File: config.mk
export PLATFORM = sky130hd
export DESIGN_NAME = uart_rx_frame_flat
export DESIGN_NICKNAME = d
export VERILOG_FILES = /design/src/rtl/uart_rx_frame_if.sv /design/src/rtl/uart_rx_frame.sv /design/src/flat_wrapper.sv
export SDC_FILE = /design/constraint.sdc
export NUM_CORES = 1
export LEC_CHECK = 0
export ABC_CLOCK_PERIOD_IN_PS = 3850
export CAP_MARGIN = 10
export CORE_MARGIN = 2
export CORE_UTILIZATION = 45
export DETAILED_ROUTE_END_ITERATION = 10
export GPL_ROUTABILITY_DRIVEN = 0
export PLACE_DENSITY = 0.76
export SLEW_MARGIN = 20
export SYNTH_ARGS = -nofsm -noshare
export SYNTH_HDL_FRONTEND = slang
export SYNTH_SLANG_ARGS = --single-unit
File: constraint.sdc
create_clock -name CLK -period 3.85 [get_ports CLK]
set_input_delay 0.385 -clock CLK [delete_from_list [all_inputs] [get_ports CLK]]
set_output_delay 0.385 -clock CLK [all_outputs]
set_load 0.02 [all_outputs]
File: src/rtl/uart_rx_frame_if.sv
// Port group of the UART RX frame decoder: serial line and frame format in, word and status strobes out.
// The decoder side uses the slave modport; the line/format driver and the word consumer use master.
interface uart_rx_frame_if #(
    parameter int DATA_WIDTH = 8
);
    logic                  RX_IN;
    logic [5:0]            Prescale;
    logic                  PAR_EN;
    logic                  PAR_TYP;
    logic [DATA_WIDTH-1:0] P_DATA;
    logic                  data_valid;
    logic                  par_err;
    logic                  stop_err;

    modport master (
        output RX_IN, Prescale, PAR_EN, PAR_TYP,
        input  P_DATA, data_valid, par_err, stop_err
    );

    modport slave (
        input  RX_IN, Prescale, PAR_EN, PAR_TYP,
        output P_DATA, data_valid, par_err, stop_err
    );
endinterface

File: src/rtl/uart_rx_frame.sv
// UART RX frame decoder: start detect, centre sampling, parity/stop check, parallel word out.
// Latency: outcome strobe in cycle N*Prescale after start detection (N = frame bits), all outputs registered.
// Backpressure: none; the serial line cannot be stalled, every outcome is a one-cycle strobe.
// Optional UART_RX_MAJ_VOTE_EN: each bit is the 2-of-3 vote of samples around the bit centre.
module uart_rx_frame #(
    parameter int DATA_WIDTH = 8
) (
    input  logic          CLK,
    input  logic          RST,
    uart_rx_frame_if.slave rx
);
    localparam int BW = (DATA_WIDTH > 1) ? $clog2(DATA_WIDTH) : 1;
    localparam logic [BW-1:0] LAST_BIT = BW'(DATA_WIDTH - 1);

    typedef enum logic [2:0] {
        S_IDLE,
        S_START,
        S_DATA,
        S_PARITY,
        S_STOP
    } state_t;

    state_t                state, state_nxt;
    logic [5:0]            edge_cnt;
    logic [5:0]            pre_q;
    logic                  par_en_q;
    logic                  par_typ_q;
    logic [BW-1:0]         bit_cnt;
    logic [DATA_WIDTH-1:0] shreg;
    logic                  par_bad;
    logic [DATA_WIDTH-1:0] p_data_q;
    logic                  data_valid_q;
    logic                  par_err_q;
    logic                  stop_err_q;
    logic [5:0]            half;
    logic                  bit_end;
    logic                  bit_val;

    assign half    = pre_q >> 1;
    assign bit_end = (edge_cnt == pre_q - 6'd1);

`ifdef UART_RX_MAJ_VOTE_EN
    logic [2:0] samp;
    assign bit_val = (samp[0] & samp[1]) | (samp[0] & samp[2]) | (samp[1] & samp[2]);
`else
    logic samp;
    assign bit_val = samp;
`endif

    always_ff @(posedge CLK) begin
        if (!RST) state <= S_IDLE;
        else      state <= state_nxt;
    end

    always_comb begin
        state_nxt = state;
        case (state)
            S_IDLE:   if (!rx.RX_IN) state_nxt = S_START;
            S_START:  if (bit_end) state_nxt = bit_val ? S_IDLE : S_DATA;
            S_DATA:   if (bit_end && bit_cnt == LAST_BIT) state_nxt = par_en_q ? S_PARITY : S_STOP;
            S_PARITY: if (bit_end) state_nxt = S_STOP;
            // A low line in the following IDLE cycle is edge 0 of the next start bit.
            S_STOP:   if (bit_end) state_nxt = S_IDLE;
            default:  state_nxt = S_IDLE;
        endcase
    end

    always_ff @(posedge CLK) begin
        if (!RST) begin
            edge_cnt     <= '0;
            pre_q        <= '0;
            par_en_q     <= 1'b0;
            par_typ_q    <= 1'b0;
            bit_cnt      <= '0;
            shreg        <= '0;
            par_bad      <= 1'b0;
            samp         <= '0;
            p_data_q     <= '0;
            data_valid_q <= 1'b0;
            par_err_q    <= 1'b0;
            stop_err_q   <= 1'b0;
        end else begin
            data_valid_q <= 1'b0;
            par_err_q    <= 1'b0;
            stop_err_q   <= 1'b0;
            if (state == S_IDLE) begin
                edge_cnt <= '0;
                bit_cnt  <= '0;
                par_bad  <= 1'b0;
                if (!rx.RX_IN) begin
                    // Frame format is frozen for the whole frame from this cycle on.
                    edge_cnt  <= 6'd1;
                    pre_q     <= rx.Prescale;
                    par_en_q  <= rx.PAR_EN;
                    par_typ_q <= rx.PAR_TYP;
                end
            end else begin
                edge_cnt <= bit_end ? 6'd0 : edge_cnt + 6'd1;
`ifdef UART_RX_MAJ_VOTE_EN
                if (edge_cnt == half - 6'd1 || edge_cnt == half || edge_cnt == half + 6'd1)
                    samp <= {samp[1:0], rx.RX_IN};
`else
                if (edge_cnt == half)
                    samp <= rx.RX_IN;
`endif
                if (bit_end) begin
                    case (state)
                        S_DATA: begin
                            shreg[DATA_WIDTH-1] <= bit_val;
                            for (int i = 0; i < DATA_WIDTH - 1; i++)
                                shreg[i] <= shreg[i+1];
                            bit_cnt <= bit_cnt + 1'b1;
                        end
                        S_PARITY: par_bad <= (bit_val != (^shreg ^ par_typ_q));
                        S_STOP: begin
                            if (bit_val && !par_bad) begin
                                data_valid_q <= 1'b1;
                                p_data_q     <= shreg;
                            end
                            par_err_q  <= par_bad;
                            stop_err_q <= ~bit_val;
                        end
                        default: ;
                    endcase
                end
            end
        end
    end

    assign rx.P_DATA     = p_data_q;
    assign rx.data_valid = data_valid_q;
    assign rx.par_err    = par_err_q;
    assign rx.stop_err   = stop_err_q;
endmodule
File: src/flat_wrapper.sv
// flat-port wrapper written by rule: the top's interface ports become plain ports
module uart_rx_frame_flat 
#(
    parameter int DATA_WIDTH = 8
)
  (CLK, RST, rx_RX_IN, rx_Prescale, rx_PAR_EN, rx_PAR_TYP, rx_P_DATA, rx_data_valid, rx_par_err, rx_stop_err);
  uart_rx_frame_if #(.DATA_WIDTH(DATA_WIDTH)) rx_i ();
  input  logic CLK;
  input  logic RST;
  input wire logic [$bits(rx_i.RX_IN)-1:0] rx_RX_IN;
  input wire logic [$bits(rx_i.Prescale)-1:0] rx_Prescale;
  input wire logic [$bits(rx_i.PAR_EN)-1:0] rx_PAR_EN;
  input wire logic [$bits(rx_i.PAR_TYP)-1:0] rx_PAR_TYP;
  output wire logic [$bits(rx_i.P_DATA)-1:0] rx_P_DATA;
  output wire logic [$bits(rx_i.data_valid)-1:0] rx_data_valid;
  output wire logic [$bits(rx_i.par_err)-1:0] rx_par_err;
  output wire logic [$bits(rx_i.stop_err)-1:0] rx_stop_err;
  assign rx_i.RX_IN = rx_RX_IN;
  assign rx_i.Prescale = rx_Prescale;
  assign rx_i.PAR_EN = rx_PAR_EN;
  assign rx_i.PAR_TYP = rx_PAR_TYP;
  assign rx_P_DATA = rx_i.P_DATA;
  assign rx_data_valid = rx_i.data_valid;
  assign rx_par_err = rx_i.par_err;
  assign rx_stop_err = rx_i.stop_err;
  uart_rx_frame #(.DATA_WIDTH(DATA_WIDTH)) u_core (.CLK(CLK), .RST(RST), .rx(rx_i));
endmodule
==> flow_summary.yaml, run 1 <==
outcome:
  run_status: "finished clean"
yosys:
  synth_largest_type_area_fraction_pct: 41.1
  synth.mux.area_fraction_pct: 9.53
  ys_top_cells_by_area: "dfxtp_1, mux2i_1, nand2_1"
  synth-simple-area-share_pct: 23.3
  synthAdderAreaFrac_pct: 2.51
  yosys.cell_types.count: 39
  syn_nets: 239
  ys.warnings.count: 0
  ys_seq_elements: 41
  synth_cells: 224
  synthDominantAreaCellType: "dfxtp_1"
  proportion_of_register_bits_with_asynchronous_set_or_reset_after_synthesis_pct: 0
  xor_xnor_share_of_the_synthesized_area_pct: 10.5
  synthesis.area_mm2: 0.00200
  main_combinational_cell_family_by_area_after_synthesis: "simple AND/OR/NAND/NOR gates"
  complex_gate_fraction_of_the_synthesized_area_pct: 9.91
  seq_area_frac_synth_pct: 41.1
  synth_top_flop_cell: "dfxtp_1"
  syn_area_per_cell_um2: 8.91
  post_synth_edffs: 0
worst_setup_path:
  cp-end-kind: "flip-flop"
  startpoint_type: "flip-flop"
  crit_fanout: 8
  critical-path-max-stage-delay_ps: 490
  worst-r2r-cell-count: 7
  cp_num_buf_inv: 1
  critical_path.slowest_cell: "and3_1"
  critical_path_class: "flip-flop to flip-flop"
  worst_case_register_to_register_setup_slack_ps: 1490
  worstPathArrival_ps: 2580
  critical_path_cell_count: 7
  crit_required_ps: 4070
  critical_path.cell_chain: "inv_1, ha_1, or3b_1, a211oi_2, and3_2, and3_1, mux2i_1"
  path_delay_family: "simple AND/OR/NAND/NOR gates"
route:
  routed_wire_length_on_met2_um: 1710
  detail_route.iter0.violations: 59
  wl_um: 3750
  maxUsedRoutingLayer: "met4"
  drtAntennaViolNets: 0
  dr.pass1.iters: 4
  vias_per_cell: 5.37
  route.vias.total: 1585
  wl_per_cell_um: 12.7
  routed_length_on_met1_um: 1840
  post-route-drc-count: 0
  met3_wirelength_um: 141
job:
  max_cap_violations: 0
final_layout:
  areaGrowthSynthToFinish_pct: 16.9
  drive_above_1_share_pct: 5.76
  design.final.nets: 258
  n_antenna_cell: 0
  layout.cell_area.non_filler_mm2: 0.00233
clock_tree:
  clockRootBuffer: "clkbuf_8"
  tritoncts_num_sinks: 41
  hold_buffers: 0
  resized_cells_post_cts: 0
  cts-buffers-inserted: 5
  clock_tree_from_tritoncts: "done"
  htree_num_levels: 2
  ctsLongestPathBuffers: 2
  clk_latency_ps: 290
  path_clk_slew_ps: 80
  cts_post_setup_buffers_inserted: 0
power:
  power_density_mw_per_mm2: 512
  worst_vdd_ir_uv: 268
  cell_leakage_power_uw: 0.000833
timing:
  fin_skew_ps: 8.06
  min_period_over_period_pct: 61.4
  tightest_slew_ps: 813
  hold_viol_final: 0
  number_of_max_slew_violations_in_the_final_report: 0
  final.min_clock_period_ps: 2360
  slew-limit-headroom_pct: 45.4
  unrepaired_setup_endpoints_after_global_routing: "no"
  number_of_endpoints_failing_setup_at_the_final_stage: 0
  maxClockFrequency_mhz: 423
  fin_tns_setup_ps: 0
floorplan:
  fp.dieH_um: 70.6
  die_area_mm2: 0.00498
  floorplan.io_pins: 22
  coreArea_mm2: 0.00432
  floorplan.initialDensity_pct: 46.2
  row_count: 24
  fp.dieW_um: 70.6
placement:
  port_buffers: 21
  hpwl_um: 2700
  dpl-instance-area_mm2: 0.00223
hold_path:
  holdPathStages: 2
  hold_wc_path_type: "flip-flop to flip-flop"
global_route:
  largest_net_degree_at_the_start_of_global_routing: 19
  grt_antenna_before_repair: 0
  total_global_route_track_usage_pct: 16.7
  grt_pass1_vias: 1454
  grt_pass1_wl_um: 6730
  grt_remaining_overflow: 0
==> report_power, final <==
part	total, uW	leakage, uW	internal (uW)	switching (uW)
clock network	328	0.0000540	188	139
logic	335	0.000447	143	193
registers	530	0.000332	463	67.3
==> cells in the final DEF, fill, tap and decap left out, types with 2 or more instances in the layout <==
cell type / n
nand2_1: 43
nor2_1: 9
a21oi_1: 5
o21a_1: 2
clkdlybuf4s50_1: 21
ha_1: 4
nor2b_1: 3
xnor2_1: 17
inv_1: 3
mux2i_1: 19
nand3_1: 6
nor3_1: 7
or3_1: 2
nand2b_1: 3
and3_1: 3
o21ai_0: 7
nor3b_1: 3
xor2_1: 7
and2_1: 2
a31oi_1: 3
a21boi_0: 8
dfxtp_1: 41
nand4_1: 4
clkbuf_8: 5
==> tightest hold or removal path, stage by stage (launching register included) <==
cell and delay, ps:
dfxtp_1 310, nand2_1 50, mux2i_1 50
==> cell type report <==
class / count / area [um2]
Sequential cell: 41 / 821
Fill cell: 402 / 1990
Multi-Input combinational cell: 170 / 1110
Inverter: 3 / 11.3
Timing Repair Buffer: 22 / 218
Clock buffer: 5 / 68.8
Clock inverter: 2 / 35.0
Tap cell: 52 / 65.1
==> per-stage QoR <==
stage	instances	setup slack (ps)	util, %	hold slack [ps]	total power (uW)
finish	295	1490	53.9	457	1190
global route	295	1360	53.9	485	1270
CTS	295	1510	53.9	461	1200
detailed placement	288	1520	51.5	446	871
global placement	288	1570	51.5	445	866
floorplan	224	1820	-	431	793
==> synthesized netlist by cell type (2+ instances only) <==
cell type and number:
ha_1 4, dfxtp_1 41, nor2b_1 3, and3_1 3, and2_1 2, xor2_1 7, a21boi_0 8, nand3_1 6
or3_1 2, clkbuf_1 7, nand2b_1 3, inv_1 3, o21ai_0 7, o21a_1 2, xnor2_1 17, mux2i_1 19
nor3b_1 3, nand2_1 43, nand4_1 4, nor3_1 7, nor2_1 9, a21oi_1 5, a31oi_1 3
==> final timing paths <==
path,end,startpoint
setup reg to reg,u_core.shreg[7]$_SDFFE_PN0P_,u_core.pre_q[0]$_SDFFE_PN0P_
setup / recovery,u_core.shreg[7]$_SDFFE_PN0P_,u_core.pre_q[0]$_SDFFE_PN0P_
hold / removal,u_core.rx.P_DATA[5]$_SDFFE_PN0P_,u_core.rx.P_DATA[5]$_SDFFE_PN0P_
hold reg to reg,u_core.rx.P_DATA[5]$_SDFFE_PN0P_,u_core.rx.P_DATA[5]$_SDFFE_PN0P_
==> registers in the layout, summed over array words and instances (netlist names), 3 cells and up <==
name / flops
u_core.bit_cnt: 3
u_core.edge_cnt: 6
u_core.pre_q: 6
u_core.rx.P_DATA: 8
u_core.shreg: 8
u_core.state: 3
==> kinds of logic after synthesis <==
logic type,count (synthesis)
muxes,19
adders and majority gates,4
and+or+nand+nor,93
buffers and inverters,13
DFF,41
xor gates and xnor gates,24
AOI/OAI and AO/OA,30
==> per-layer routing <==
layer,vias to the layer above,track usage (%)
met3,6,3.99
met5,-,0
li1,810,-
met4,0,6.29
met1,735,22.0
met2,34,26.6
Note: power is estimated with default switching activity, not from simulation.
==> run 2, diff against run 1 <==
--- a/config.mk
+++ b/config.mk
@@ -5,13 +5,13 @@
 export SDC_FILE = /design/constraint.sdc
 export NUM_CORES = 1
 export LEC_CHECK = 0
-export ABC_CLOCK_PERIOD_IN_PS = 3850
+export ABC_CLOCK_PERIOD_IN_PS = 2100
 export CAP_MARGIN = 10
 export CORE_MARGIN = 2
 export CORE_UTILIZATION = 45
 export DETAILED_ROUTE_END_ITERATION = 10
 export GPL_ROUTABILITY_DRIVEN = 0
-export PLACE_DENSITY = 0.76
+export PLACE_DENSITY = 0.79
 export SLEW_MARGIN = 20
 export SYNTH_ARGS = -nofsm -noshare
 export SYNTH_HDL_FRONTEND = slang
==> constraint.sdc (replaced) <==
create_clock -name CLK -period 2.1 [get_ports CLK]
set_input_delay 0.21 -clock CLK [delete_from_list [all_inputs] [get_ports CLK]]
set_output_delay 0.21 -clock CLK [all_outputs]
set_load 0.02 [all_outputs]
==> run 2 against run 1 <==
  * Hold slack better by 2.3 ps
  * Register-to-register slack worse by 1400 ps
  * Combinational power up 120%
  * Clock skew down 2.8 ps
  * Count of clock-buffer cells in the layout unchanged
==> flow_summary.yaml, run 2 (same netlist as run 1, synthesis figures left out) <==
worst_setup_path:
  worstPathArrival_ps: 2210
  worst_case_register_to_register_setup_slack_ps: 60
  regToRegStartpoint: "u_core.pre_q[1]$_SDFFE_PN0P_"
  critical-path-max-stage-delay_ps: 380
  path_delay_family: "compound AO/OA/AOI/OAI gates"
  cp_num_buf_inv: 2
  critical_path_class: "flip-flop to flip-flop"
  crit_required_ps: 2280
  r2r-end: "u_core.par_bad$_SDFFE_PP0P_"
  crit_fanout: 6
  cp-end-kind: "flip-flop"
  startpoint_type: "flip-flop"
  critical_path.slowest_cell: "or3b_4"
  critical_path.cell_chain: "inv_2, ha_4, or3b_4, a211oi_4, and3_4, buf_4, a31oi_1, a311oi_1"
  worst-r2r-cell-count: 8
timing:
  min_period_over_period_pct: 97.0
  whs_ps: 459
  slew-limit-headroom_pct: 66.0
  fin_skew_ps: 5.27
  unrepaired_setup_endpoints_after_global_routing: "no"
  tightest_slew_ps: 506
  hold_viol_final: 0
  maxClockFrequency_mhz: 491
  final.min_clock_period_ps: 2040
  number_of_endpoints_failing_setup_at_the_final_stage: 0
  number_of_max_slew_violations_in_the_final_report: 0
hold_path:
  holdPathStages: 2
  hold_path.startpoint: "u_core.rx.P_DATA[6]$_SDFFE_PN0P_"
  timing.hold.worst_endpoint: "u_core.rx.P_DATA[6]$_SDFFE_PN0P_"
  hold_wc_path_type: "flip-flop to flip-flop"
route:
  dr.pass1.iters: 4
  drtAntennaViolNets: 0
  wl_um: 3820
  route.vias.total: 1613
  detail_route.iter0.violations: 139
  vias_per_cell: 5.27
  wl_per_cell_um: 12.5
  post-route-drc-count: 0
floorplan:
  die_area_mm2: 0.00498
  floorplan.io_pins: 22
  fp.dieW_um: 70.6
  coreArea_mm2: 0.00432
  floorplan.initialDensity_pct: 46.2
  fp.dieH_um: 70.6
  row_count: 24
global_route:
  grt_pass1_vias: 1565
  largest_net_degree_at_the_start_of_global_routing: 23
  grt_remaining_overflow: 0
  total_global_route_track_usage_pct: 16.8
  grt_antenna_before_repair: 0
  grt_pass1_wl_um: 6940
clock_tree:
  clock_tree_from_tritoncts: "done"
  clockRootBuffer: "clkbuf_8"
  hold_buffers: 0
  tritoncts_num_sinks: 41
  cts-buffers-inserted: 5
  path_clk_slew_ps: 80
  clk_latency_ps: 280
  htree_num_levels: 2
  ctsLongestPathBuffers: 2
  cts_post_setup_buffers_inserted: 0
final_layout:
  final-instance-count-excl-fill: 306
  design.final.nets: 268
  areaGrowthSynthToFinish_pct: 22.6
  drive_above_1_share_pct: 13.4
  final_cell_mix: "nand2_1, dfxtp_1, clkdlybuf4s50_1"
  n_antenna_cell: 0
  layout_commonest_cell: "nand2_1"
power:
  power_density_mw_per_mm2: 898
  cell_leakage_power_uw: 0.000883
  worst_vdd_ir_uv: 587
outcome:
  run_status: "finished clean"
job:
  max_cap_violations: 0
placement:
  port_buffers: 21
  hpwl_um: 2810
  post-place-cells: 299
-- run 2: per-stage QoR --
stage / setup TNS (ps) / worst slack, ps / instance area, um2 / total power [uW] / util (%)
global placement: 0 / 51.9 / 2340 / 1640 / 54.0
CTS: 0 / 14.9 / 2420 / 2140 / 56.0
floorplan: 0 / 68.6 / 2000 / 1450 / -
detailed placement: -10.5 / -10.5 / 2340 / 1650 / 54.0
global route: 0 / 5.83 / 2450 / 2340 / 56.6
finish: 0 / 62.1 / 2450 / 2200 / 56.6
-- run 2: how the worst max path moves through the flow --
stage	start	endpoint	slack, ps	cells after the start
after floorplan	u_core.pre_q[0]$_SDFFE_PN0P_	u_core.shreg[0]$_SDFFE_PN0P_	70	9
after global placement	u_core.pre_q[0]$_SDFFE_PN0P_	u_core.shreg[7]$_SDFFE_PN0P_	50	8
after detailed placement	u_core.pre_q[0]$_SDFFE_PN0P_	u_core.par_bad$_SDFFE_PP0P_	-10	8
after CTS	u_core.pre_q[0]$_SDFFE_PN0P_	u_core.par_bad$_SDFFE_PP0P_	10	8
after global routing	u_core.pre_q[1]$_SDFFE_PN0P_	u_core.rx.P_DATA[0]$_SDFFE_PN0P_	6	8
final	u_core.pre_q[1]$_SDFFE_PN0P_	u_core.par_bad$_SDFFE_PP0P_	60	8
-- run 2: tightest hold or removal path: cells and delay by family (launching register included) --
kind / cells / cell delay [ps]
flops: 1 / 310
simple gates: 1 / 50
mux: 1 / 50
-- run 2: final cells by class --
class | instances | area, um2
clock buffers | 5 | 68.8
clock inverters | 3 | 17.5
fillers | 407 | 1880
inverters | 3 | 11.3
multi-input cells | 170 | 1160
flip-flops and latches | 41 | 823
well taps | 52 | 65.1
repair buffers | 32 | 305
-- run 2: where the power goes --
| group | switching [uW] | leakage (uW) | internal, uW |
|---|---|---|---|
| clock network | 263 | 0.0000439 | 229 |
| logic | 404 | 0.000507 | 335 |
| registers | 118 | 0.000333 | 849 |
-- run 2: layer usage --
metal	vias to the layer above	share of wire [%]	track usage, %
met4	0	1.2	5.45
met5	-	0	0
met3	4	4.4	2.99
li1	822	-	-
met2	36	45	26.5
met1	751	50	23.6
-- run 2: timing repair --
action,4_1_cts,5_1_grt
pin swaps,1,4
endpoints found under the setup margin,1,24
endpoints found under the hold margin,0,0
gates resized for setup,0,12
==> run 3, diff against run 2 <==
--- a/config.mk
+++ b/config.mk
@@ -8,10 +8,11 @@
 export ABC_CLOCK_PERIOD_IN_PS = 2100
 export CAP_MARGIN = 10
 export CORE_MARGIN = 2
-export CORE_UTILIZATION = 45
+export CORE_UTILIZATION = 50
+export CTS_BUF_LIST = sky130_fd_sc_hd__clkbuf_16
 export DETAILED_ROUTE_END_ITERATION = 10
 export GPL_ROUTABILITY_DRIVEN = 0
-export PLACE_DENSITY = 0.79
+export PLACE_DENSITY = 0.85
 export SLEW_MARGIN = 20
 export SYNTH_ARGS = -nofsm -noshare
 export SYNTH_HDL_FRONTEND = slang
==> run 3 against run 2 <==
  * First-iteration DRC count shrank 42%
  * Count of clock-buffer cells in the layout is the same
  * Largest power group unchanged
  * Fmax grew 0.44%
  * Cell count shrank 2.0%
  * Via count grew 1.7%
==> flow_summary.yaml, run 3 (same netlist as run 1, synthesis figures left out) <==
floorplan:
  floorplan.io_pins: 22
  coreArea_mm2: 0.00374
  fp.dieW_um: 67.2
  die_area_mm2: 0.00451
  fp.dieH_um: 67.2
  floorplan.initialDensity_pct: 53.3
  row_count: 22
route:
  wl_per_cell_um: 14.8
  met3_wirelength_um: 188
  routed_length_on_met1_um: 2010
  post-route-drc-count: 0
  wl_um: 4450
  drtAntennaViolNets: 0
  routed_wire_length_on_met2_um: 2130
  detail_route.iter0.violations: 80
  dr.pass1.iters: 4
  vias_per_cell: 5.47
  route.vias.total: 1640
  maxUsedRoutingLayer: "met4"
worst_setup_path:
  startpoint_type: "flip-flop"
  crit_fanout: 8
  critical_path_class: "flip-flop to flip-flop"
  r2r-end: "u_core.shreg[1]$_SDFFE_PN0P_"
  worst-r2r-cell-count: 7
  crit_required_ps: 2300
  worstPathArrival_ps: 2230
  regToRegStartpoint: "u_core.pre_q[1]$_SDFFE_PN0P_"
  cp-end-kind: "flip-flop"
  worst_case_register_to_register_setup_slack_ps: 70
timing:
  final.min_clock_period_ps: 2030
  slew-limit-headroom_pct: 70.9
  fin_tns_setup_ps: 0
  fin_skew_ps: 4.79
  min_period_over_period_pct: 96.6
  number_of_max_slew_violations_in_the_final_report: 0
  hold_viol_final: 0
  number_of_endpoints_failing_setup_at_the_final_stage: 0
  tightest_slew_ps: 433
  maxClockFrequency_mhz: 493
  unrepaired_setup_endpoints_after_global_routing: "yes"
hold_path:
  hold_wc_path_type: "flip-flop to flip-flop"
  timing.hold.worst_endpoint: "u_core.rx.P_DATA[6]$_SDFFE_PN0P_"
  hold_path.startpoint: "u_core.rx.P_DATA[6]$_SDFFE_PN0P_"
  holdPathStages: 2
clock_tree:
  cts_post_setup_buffers_inserted: 0
  ctsLongestPathBuffers: 2
  clk_latency_ps: 280
  cts-buffers-inserted: 5
  hold_buffers: 0
  tritoncts_num_sinks: 41
  clock_tree_from_tritoncts: "done"
  path_clk_slew_ps: 60
  clockRootBuffer: "clkbuf_16"
  htree_num_levels: 2
global_route:
  grt_remaining_overflow: 0
  grt_pass1_wl_um: 7200
  grt_antenna_before_repair: 0
  grt_pass1_vias: 1522
  total_global_route_track_usage_pct: 21.8
  largest_net_degree_at_the_start_of_global_routing: 26
power:
  cell_leakage_power_uw: 0.000923
  power.total_uw: 2700
  power_density_mw_per_mm2: 1060
  worst_vdd_ir_uv: 626
final_layout:
  drive_above_1_share_pct: 13.1
  design.final.nets: 266
  layout.cell_area.non_filler_mm2: 0.00254
  layout_commonest_cell: "nand2_1"
  n_antenna_cell: 0
  final_cell_mix: "nand2_1, dfxtp_1, clkdlybuf4s50_1"
  areaGrowthSynthToFinish_pct: 27.3
  finish.utilization_pct: 67.8
outcome:
  run_status: "finished clean"
placement:
  dpl-instance-area_mm2: 0.00232
  hpwl_um: 3090
  port_buffers: 21
job:
  max_cap_violations: 0
==> run 3: cell types whose count changed in the layout (fill, tap and decap cells not counted) <==
| cell | delta |
|---|---|
| nor3_1 | -1 |
| nand3_1 | -1 |
| nand3_2 | +1 |
| dfxtp_2 | -1 |
| clkinvlp_4 | -1 |
| dfxtp_1 | +1 |
| clkinv_2 | -1 |
| clkbuf_16 | +5 |
| bufinv_16 | +2 |
| clkbuf_8 | -5 |
| nor3_2 | +1 |
| buf_4 | -2 |
==> run 3: where the power goes <==
group	switching [uW]	internal (uW)	leakage, uW
Clock	290	678	0.0000938
Sequential	123	850	0.000333
Combinational	429	331	0.000497
Total	842	1860	0.000923
==> run 3: area by class of cell <==
| type | count | area, um2 |
|---|---|---|
| clock inverters | 3 | 65.1 |
| well taps | 48 | 60.1 |
| fillers | 306 | 1200 |
| inverters | 3 | 11.3 |
| flip-flops and latches | 41 | 822 |
| clock buffers | 5 | 125 |
| repair buffers | 30 | 290 |
| multi-input cells | 170 | 1170 |
==> run 3: worst max path at each step <==
stage                                       from                                to  cells past startpoint  slack [ps]
finish              u_core.pre_q[1]$_SDFFE_PN0P_      u_core.shreg[1]$_SDFFE_PN0P_                      7          70
global route        u_core.pre_q[1]$_SDFFE_PN0P_  u_core.rx.P_DATA[0]$_SDFFE_PN0P_                      8         -20
CTS                 u_core.pre_q[0]$_SDFFE_PN0P_      u_core.shreg[1]$_SDFFE_PN0P_                      8           4
detailed placement  u_core.pre_q[0]$_SDFFE_PN0P_      u_core.shreg[1]$_SDFFE_PN0P_                      8          30
global placement    u_core.pre_q[0]$_SDFFE_PN0P_       u_core.par_bad$_SDFFE_PP0P_                      8          80
floorplan           u_core.pre_q[0]$_SDFFE_PN0P_      u_core.shreg[0]$_SDFFE_PN0P_                      9          70
==> run 3: repair_timing <==
action / 4_1_cts / 5_1_grt
gates resized for setup: 0 / 13
setup endpoints to repair: 3 / 25
pin swaps: 1 / 5
==> run 3: through the flow <==
stage          setup WS [ps]  std cells  hold WS [ps]
2_1_floorplan           68.6        224           355
3_3_place_gp            79.6        293           444
3_5_place_dp            31.8        293           450
4_1_cts                 3.57        301           460
5_1_grt                -15.2        300           484
6_report                71.0        300           457
==> run 3: layer usage <==
metal	track usage [%]	vias to the layer above
met2	34.0	43
met5	0	-
met1	29.3	761
li1	-	823
met4	8.42	0
met3	5.00	13
==> run 3: worst max-delay path, stage by stage (launching register included) <==
cell      delay, ps
dfxtp_2         320
inv_2            60
ha_4            130
or3b_4          380
a211oi_4        300
and3_4          250
and3_4          290
mux2i_1         220
